File: src/rtl/game_geom_pkg.sv
// Playfield geometry shared by the ball engine and the pixel renderer, plus the
// ball FSM state type and the idle serve-position helper.
package game_geom_pkg;

    localparam int H_DIS  = 800;
    localparam int V_DIS  = 600;
    localparam int SIDE   = 40;
    localparam int BLOCK  = 40;
    localparam int STICK  = 75;
    localparam int PAD_Y  = 462;
    localparam int PAD2_Y = 137;

    localparam logic [11:0] COL_BG   = 12'h000;
    localparam logic [11:0] COL_WALL = 12'hfff;
    localparam logic [11:0] COL_BALL = 12'hf80;
    localparam logic [11:0] COL_PAD  = 12'h0cf;

    // Ball travel limits in renderer coordinates (ball spans x+1..x+BLOCK)
    localparam int X_MIN = SIDE - 2;
    localparam int X_MAX = H_DIS - SIDE - BLOCK - 2;
    localparam int Y_TOP = PAD2_Y - 1;
    localparam int Y_BOT = PAD_Y - BLOCK;

    typedef enum logic [1:0] {IDLE, PLAY, MISS} ball_state_t;

    // Ball centred on the bottom paddle, kept inside the walls
    function automatic logic [9:0] serve_x(input logic [9:0] pad);
        logic [10:0] c;
        c = {1'b0, pad} + 11'((STICK - BLOCK) / 2);
        if (c > 11'(X_MAX))
            c = 11'(X_MAX);
        else if (c < 11'(X_MIN))
            c = 11'(X_MIN);
        return c[9:0];
    endfunction

endpackage

File: src/rtl/paddle_overlap.sv
// Horizontal overlap between the ball and a paddle, compared in 11 bits so
// the right-edge sums cannot wrap.
module paddle_overlap
    import game_geom_pkg::*;
(
    input  logic [9:0] ball_x,
    input  logic [9:0] pad_x,
    output logic       overlap
);

    logic [10:0] bx, px;

    assign bx      = {1'b0, ball_x};
    assign px      = {1'b0, pad_x};
    assign overlap = (bx < px + 11'(STICK)) && (px < bx + 11'(BLOCK));

endmodule

File: src/rtl/ball_motion.sv
// Per-frame ball physics: tracks the bottom paddle while idle, moves and
// reflects the ball in play, and holds it for a fixed number of frames after a miss.
module ball_motion
    import game_geom_pkg::*;
#(
    parameter int STEP      = 4,
    parameter int MISS_WAIT = 60
) (
    input  logic       clk,
    input  logic       rst_n,
    input  logic       frame_tick,
    input  logic       serve,
    input  logic [9:0] pad_x,
    input  logic [9:0] pad2_x,
    output logic [9:0] ball_x,
    output logic [9:0] ball_y,
    output logic       playing,
    output logic       hit,
    output logic       miss_bot,
    output logic       miss_top
);

    localparam int CW = $clog2(MISS_WAIT + 1);
    localparam logic signed [10:0] XMIN_S = 11'(X_MIN);
    localparam logic signed [10:0] XMAX_S = 11'(X_MAX);
    localparam logic signed [10:0] YTOP_S = 11'(Y_TOP);
    localparam logic signed [10:0] YBOT_S = 11'(Y_BOT);
    localparam logic signed [10:0] STEP_S = 11'(STEP);
    localparam logic [9:0]         X_HOME = 10'((H_DIS - BLOCK) / 2);

    ball_state_t state, state_nxt;
    logic [9:0]  x_nxt, y_nxt;
    logic        dx, dy, dx_nxt, dy_nxt;
    logic [CW-1:0] cnt, cnt_nxt;
    logic        hit_nxt, mb_nxt, mt_nxt;
    logic        ov_bot, ov_top;
    logic signed [10:0] nx, ny;

    paddle_overlap u_ov_bot (.ball_x(ball_x), .pad_x(pad_x),  .overlap(ov_bot));
    paddle_overlap u_ov_top (.ball_x(ball_x), .pad_x(pad2_x), .overlap(ov_top));

    assign nx = $signed({1'b0, ball_x}) + (dx ? STEP_S : -STEP_S);
    assign ny = $signed({1'b0, ball_y}) + (dy ? STEP_S : -STEP_S);

    always_comb begin
        state_nxt = state;
        x_nxt     = ball_x;
        y_nxt     = ball_y;
        dx_nxt    = dx;
        dy_nxt    = dy;
        cnt_nxt   = cnt;
        hit_nxt   = 1'b0;
        mb_nxt    = 1'b0;
        mt_nxt    = 1'b0;
        case (state)
            IDLE: begin
                if (frame_tick) begin
                    x_nxt = serve_x(pad_x);
                    y_nxt = 10'(Y_BOT);
                end
                if (serve) begin
                    state_nxt = PLAY;
                    dx_nxt    = 1'b1;
                    dy_nxt    = 1'b0;
                end
            end
            PLAY: if (frame_tick) begin
                if (nx >= XMAX_S) begin
                    x_nxt  = 10'(X_MAX);
                    dx_nxt = 1'b0;
                end else if (nx <= XMIN_S) begin
                    x_nxt  = 10'(X_MIN);
                    dx_nxt = 1'b1;
                end else begin
                    x_nxt  = nx[9:0];
                end
                // Paddle test uses the pre-move x so a corner graze counts as it looked
                if (dy && ny >= YBOT_S) begin
                    y_nxt = 10'(Y_BOT);
                    if (ov_bot) begin
                        dy_nxt  = 1'b0;
                        hit_nxt = 1'b1;
                    end else begin
                        mb_nxt    = 1'b1;
                        state_nxt = MISS;
                        cnt_nxt   = CW'(MISS_WAIT);
                    end
                end else if (!dy && ny <= YTOP_S) begin
                    y_nxt = 10'(Y_TOP);
                    if (ov_top) begin
                        dy_nxt  = 1'b1;
                        hit_nxt = 1'b1;
                    end else begin
                        mt_nxt    = 1'b1;
                        state_nxt = MISS;
                        cnt_nxt   = CW'(MISS_WAIT);
                    end
                end else begin
                    y_nxt = ny[9:0];
                end
            end
            MISS: if (frame_tick) begin
                if (cnt == '0)
                    state_nxt = IDLE;
                else
                    cnt_nxt = cnt - CW'(1);
            end
            default: state_nxt = IDLE;
        endcase
    end

    always_ff @(posedge clk) begin
        if (!rst_n) begin
            state    <= IDLE;
            ball_x   <= X_HOME;
            ball_y   <= 10'(Y_BOT);
            dx       <= 1'b1;
            dy       <= 1'b0;
            cnt      <= '0;
            playing  <= 1'b0;
            hit      <= 1'b0;
            miss_bot <= 1'b0;
            miss_top <= 1'b0;
        end else begin
            state    <= state_nxt;
            ball_x   <= x_nxt;
            ball_y   <= y_nxt;
            dx       <= dx_nxt;
            dy       <= dy_nxt;
            cnt      <= cnt_nxt;
            playing  <= (state_nxt == PLAY);
            hit      <= hit_nxt;
            miss_bot <= mb_nxt;
            miss_top <= mt_nxt;
        end
    end

endmodule

File: config.mk
export PLATFORM = sky130hd
export DESIGN_NAME = ball_motion
export DESIGN_NICKNAME = d
export VERILOG_FILES = /design/src/rtl/game_geom_pkg.sv /design/src/rtl/paddle_overlap.sv /design/src/rtl/ball_motion.sv
export SDC_FILE = /design/constraint.sdc
export NUM_CORES = 1
export LEC_CHECK = 0
export CAP_MARGIN = 0
export CORE_MARGIN = 10
export CORE_UTILIZATION = 45
export CTS_CLUSTER_DIAMETER = 30
export DETAILED_ROUTE_END_ITERATION = 10
export HOLD_SLACK_MARGIN = 0.03
export PLACE_DENSITY_LB_ADDON = 0.3
export RECOVER_POWER = 50
export SYNTH_ARGS = -nofsm -noshare
export SYNTH_HDL_FRONTEND = slang
export SYNTH_SLANG_ARGS = --single-unit
File: constraint.sdc
create_clock -name clk -period 3.2 [get_ports clk]
set_clock_uncertainty 0.05 [all_clocks]
set_input_delay 0.32 -clock clk [delete_from_list [all_inputs] [get_ports clk]]
set_output_delay 0.32 -clock clk [all_outputs]
set_load 0.02 [all_outputs]
Word level (Yosys, flattened, before mapping)
Cells that the tools add are included.

operators by class
  $lt $le $gt $ge = 10
  eq/ne operators = 14
  mux-type cells = 49
  bitwise operators = 4
  reductions and logical operators = 16
  add/subtract/negate cells = 7

operator list
  kind                                                                                    number
  10-bit two-way mux                                                                      10
  10-bit by 11-bit less-than comparator with 1-bit output                                 4
  6-bit two-way mux                                                                       7
  10-bit one-hot mux with 2 select lines                                                  2
  10-bit by 7-bit adder with 11-bit output (second input constant)                        2
  11-bit adder                                                                            2
  11-bit two-way mux                                                                      2
  3-bit != test (second input constant)                                                   6
  1-bit two-way mux                                                                       16
  2-bit two-way mux                                                                       8
  6-bit one-hot mux with 2 select lines                                                   1
  10-bit by 5-bit adder with 11-bit output (second input constant)                        1
  10-bit by 6-bit adder with 11-bit output (second input constant)                        1
  11-bit by 10-bit greater-or-equal comparator with 1-bit output (second input constant)  1
  11-bit greater-or-equal comparator (second input constant)                              1
  11-bit by 10-bit > comparator with 1-bit output (second input constant)                 1
  11-bit by 7-bit <= comparator with 1-bit output (second input constant)                 1
  11-bit by 9-bit <= comparator with 1-bit output (second input constant)                 1
  11-bit by 6-bit less-than comparator with 1-bit output (second input constant)          1
  2-bit != test (second input constant)                                                   5
  4-bit AND reduction                                                                     2
  7-bit AND reduction                                                                     1
  6-bit zero test                                                                         1
  2-bit one-hot mux with 3 select lines                                                   1
  12 further kinds                                                                        22

storage, ports and cells
  input port bits = 24
  register bits after elaboration = 34
  logic and storage cells = 110

Logic depth before layout (Yosys ltp)
  word-level depth = 9
  mapped depth = 17
  depth with buffers taken out = 17

Cells and area by module
From an unflattened synthesis, not the netlist that was laid out.

second synthesis, totals
  cells, all modules = 546
  area, all modules = 4265.3 um2

modules (own cells, without submodules)
  module          times used  cells an instance  area an instance (um2)
  ball_motion     1           386                3006.6
  paddle_overlap  2           80                 629.4

Least setup slack after synthesis
No wires, ideal clock.

  path kind = register to register
  from = register dy
  to = register cnt[2]
  setup slack = 0.083 ns
  cell stages (with the launch flop) = 12
  arrival time = 2.976 ns
  required time = 3.059 ns
  path through = dfxtp_1 inv_1 ha_1 a21oi_2 xnor2_1 or4_1 o41a_1 a221oi_4 or3_4 and2_4 a31oi_1 a311oi_1

on the way
  word-level cells in the longest chain between the ends = 7

ends and longest elaborated chain
  element                                                         line                text
  from (decl)                                                     ball_motion.sv:33   logic dx, dy, dx_nxt, dy_nxt;
  from (signal assigned)                                          ball_motion.sv:129  dy <= dy_nxt;
  11-bit two-way mux                                              ball_motion.sv:43   assign ny = $signed({1'b0, ball_y}) + (dy ? STEP_S : -STEP_S);
  11-bit adder                                                    ball_motion.sv:43
  11-bit by 10-bit greater-or-equal comparator with 1-bit output  ball_motion.sv:78   if (dy && ny >= YBOT_S) begin
  1-bit logical AND                                               ball_motion.sv:78
  6-bit two-way mux                                               ball_motion.sv:78
  6-bit two-way mux                                               ball_motion.sv:67   PLAY: if (frame_tick) begin
  6-bit one-hot mux with 2 select lines                           ball_motion.sv:55   case (state)
  to (signal assigned)                                            ball_motion.sv:130  cnt <= cnt_nxt;
  to (decl)                                                       ball_motion.sv:34   logic [CW-1:0] cnt, cnt_nxt;

Several ways; a longest one is shown, not always the timed one. The select of a mux whose other input is x is not followed.
A chain may end at the register's enable or synchronous reset.

Worst setup path after layout
  from = register dy
  to = register cnt[1]

Same word-level chain as after synthesis.

==> implementation parameters <==
Parameter                              Value

CTS
  Clock tree from TritonCTS    done
  Clock root buffer    clkbuf_8
  Clock-pin slew on the worst setup and hold paths    0.07 ns
  Clock Path Buffers    2
  Total CTS buffers    5
  Sinks on the clock net    33
  Clock latency on the worst-skew pair    0.29 ns
  Htree depth    2

Cells and area
  Area growth, synth to finish    41.2%
  Fraction of layout cells with a size suffix above 1    25.3%
  Core utilization of the finished layout    65.6%
  Final net count    707
  Count of placed standard cells in the final layout, fillers left out    729
  Cell area after layout    5420 µm²
  Number of antenna diodes    0

Run status
  Outcome    complete, no violations

Yosys
  Number of enable-type register cells in the synthesized netlist    0
  Leading cell types by total area after synthesis    ha_1 19%, dfxtp_1 17%, xor2_1 4.8%
  Fraction of synthesized cell area taken by the top area cell type    18.9%
  Top-count cell post-synth    ha_1
  Synth async-reset ratio    0%
  Post-synthesis instance area    3840 µm²
  Cell types with the highest counts after synthesis    58 x ha_1, 37 x nand2_1, 33 x dfxtp_1
  Post-synthesis area per instance    7.91 µm²
  Yosys top cell by area    ha_1
  Primary FF master, synth    dfxtp_1
  Cells after Synth    485
  Yosys warns    0
  Number of nets in the synthesized netlist    569
  Part of the Yosys area used for sequential elements    17.2%
  Unique masters post-synth    61
  #FFs+latches synth    33

Routing
  Post-DR wirelength/cell    17.4 µm
  TritonRoute pass-1 iters    5
  Total Routed Length    12.7 mm
  Routed via count    4385
  DRC viols    0
  Drt first-iter violations    238
  Vias per cell    6.02
  Number of nets with antenna violations after routing    0

Placement
  Port Buf Inserts    46
  Count of placed standard cells including taps    677
  Half-perimeter wire length after placement    9.08 mm
  Area of placed instances    4780 µm²
  Final weighted congestion in routability-driven placement    0.963

Setup path
  Worst Setup End Kind    flip-flop
  Largest fanout on the critical path    10
  Critical path data required time    3.32 ns
  Endpoint arrival time on the critical path    3.27 ns
  Worst reg-to-reg path cell count    13
  WS Path Type    reg -> reg
  Startpoint kind of the worst setup timing path    flip-flop

Global route
  Wire length of the first global-routing pass    20.3 mm
  Total track usage    18.7%
  Number of antenna violations at the first check in global routing    0
  Vias in the first global route    4257
  Pin count of the biggest net entering global routing    16
  Aggregate global routing overflow    0

Die
  Horiz. Die Dim    112 µm
  Standard cell core area    8260 µm²
  Initial standard-cell utilization of the core    46.5%
  Number of standard-cell rows in the floorplan    33
  Number of ports placed on the die boundary    48
  Die ar.    12600 µm²
  Die outline height    112 µm

Timing
  Highest achievable clock rate    318 MHz
  Period utilisation layout    98.4%
  Count of endpoints failing hold in the final timing report    0
  Final critical-path required period    3.15 ns
  Count of pins over their slew limit    0
  Endpoints failing setup    0

Power and ir drop
  Worst voltage drop across the vdd grid    0.278 mV
  Static leakage    2.43 nW
  Power density over the cells    394 nW/µm²

Hold path
  Tightest Hold Check Type    reg -> reg
  Instance count along the most critical hold path    1

Job
  Max-capacitance violation count    0
## area by class of cell
| type | count | area, µm² |
|---|---|---|
| fill | 705 | 2840 |
| clock buffer | 5 | 68.8 |
| sequential | 33 | 663 |
| timing repair buffer | 144 | 1210 |
| inverter | 28 | 108 |
| multi-input combinational | 411 | 3220 |
| tap | 105 | 131 |
| clock inverter | 3 | 17.5 |
## cells by family (layout without fill, tap and decap cells)
group                      after synthesis  count (layout)  share of synthesized area (%)
xor gates and xnor gates                40              40                           9.13
buffers and inverters                   41             180                           4.11
AOI/OAI and AO/OA                      161             161                           29.9
and+or+nand+nor                        146             146                           18.9
other                                    1               1                         0.0977
adders and majority gates               60              60                           19.9
muxes                                    3               3                          0.782
DFF                                     33              33                           17.2
## what timing repair did
action                     4_1_cts  5_1_grt
setup endpoints to repair       10       18
buffers inserted                38        6
hold endpoints to repair         0        0
gates resized for setup         24       47
pin swaps                       19       21
hold buffers                     0        0
## sequential cells by signal (all words and copies together), names as in the netlist, 2 cells and up
| name | count |
|---|---|
| ball_y | 9 |
| state | 2 |
| cnt | 6 |
| ball_x | 10 |
## metal layers
metal,wire (µm),vias up,part of all wire [%],GRT usage (%)
li1,-,2098,-,-
met1,5330,2094,42,22.9
met2,6200,162,49,31.9
met3,875,31,6.9,3.57
met4,320,0,2.5,6.68
met5,0,-,0,0
## where the power goes
part / internal, W / switching, W
clock network: 0.000150 / 0.000160
registers: 0.000449 / 0.0000614
logic: 0.000609 / 0.000703
## through the flow
step | setup TNS [ns] | hold WS, ns | power (W) | setup WS (ns)
after CTS | 0 | 0.453 | 0.00206 | 0.0229
after global placement | -3.88 | 0.441 | 0.00163 | -0.444
after floorplan | 0 | 0.411 | 0.00126 | 0.0831
after global routing | -1.15 | 0.491 | 0.00229 | -0.273
final | 0 | 0.460 | 0.00213 | 0.0518
after detailed placement | -5.47 | 0.441 | 0.00166 | -0.574
## path summary, 6_finish.rpt
path | startpoint | to | slack (ns)
max | dy$_SDFFE_PN0P_ | cnt[1]$_SDFFE_PN0P_ | 0.05
min | cnt[4]$_SDFFE_PN0P_ | cnt[4]$_SDFFE_PN0P_ | 0.46
max reg2reg | dy$_SDFFE_PN0P_ | cnt[1]$_SDFFE_PN0P_ | 0.05
min reg2reg | cnt[4]$_SDFFE_PN0P_ | cnt[4]$_SDFFE_PN0P_ | 0.46
## worst max-delay path, cell delays in order (launching register included)
cell	delay, ns
dfxtp_2	0.34
inv_4	0.13
ha_2	0.35
and3_1	0.25
a221oi_1	0.38
o21bai_2	0.19
nor4_2	0.36
a21o_1	0.20
nor2_1	0.05
o21bai_1	0.14
buf_4	0.15
buf_4	0.12
mux2i_1	0.24
a21oi_1	0.09
## cells in the final DEF, fill, tap and decap left out, types with 4 or more instances in the layout
cell type and n:
clkdlybuf4s50_1 13, o22ai_1 6, o21ai_0 27, a21oi_1 24, nand3_1 17, ha_1 53
xnor2_1 18, nor2b_1 5, inv_2 4, a21o_1 11, inv_1 22, nor3_1 6
a31oi_1 7, nor2_1 32, a311oi_1 4, nand2b_1 11, a21oi_2 4, and3_1 5
a221oi_1 4, dlygate4sd3_1 23, nand4_1 4, o211ai_1 11, nand2_1 37, a22oi_1 4
buf_4 98, dfxtp_1 31, xor2_1 20, a211o_1 7, and2_1 4, o21a_1 8
clkbuf_8 5, dlymetal6s2s_1 5, o31ai_1 4
No activity file was read; power rests on OpenSTA's default activity.
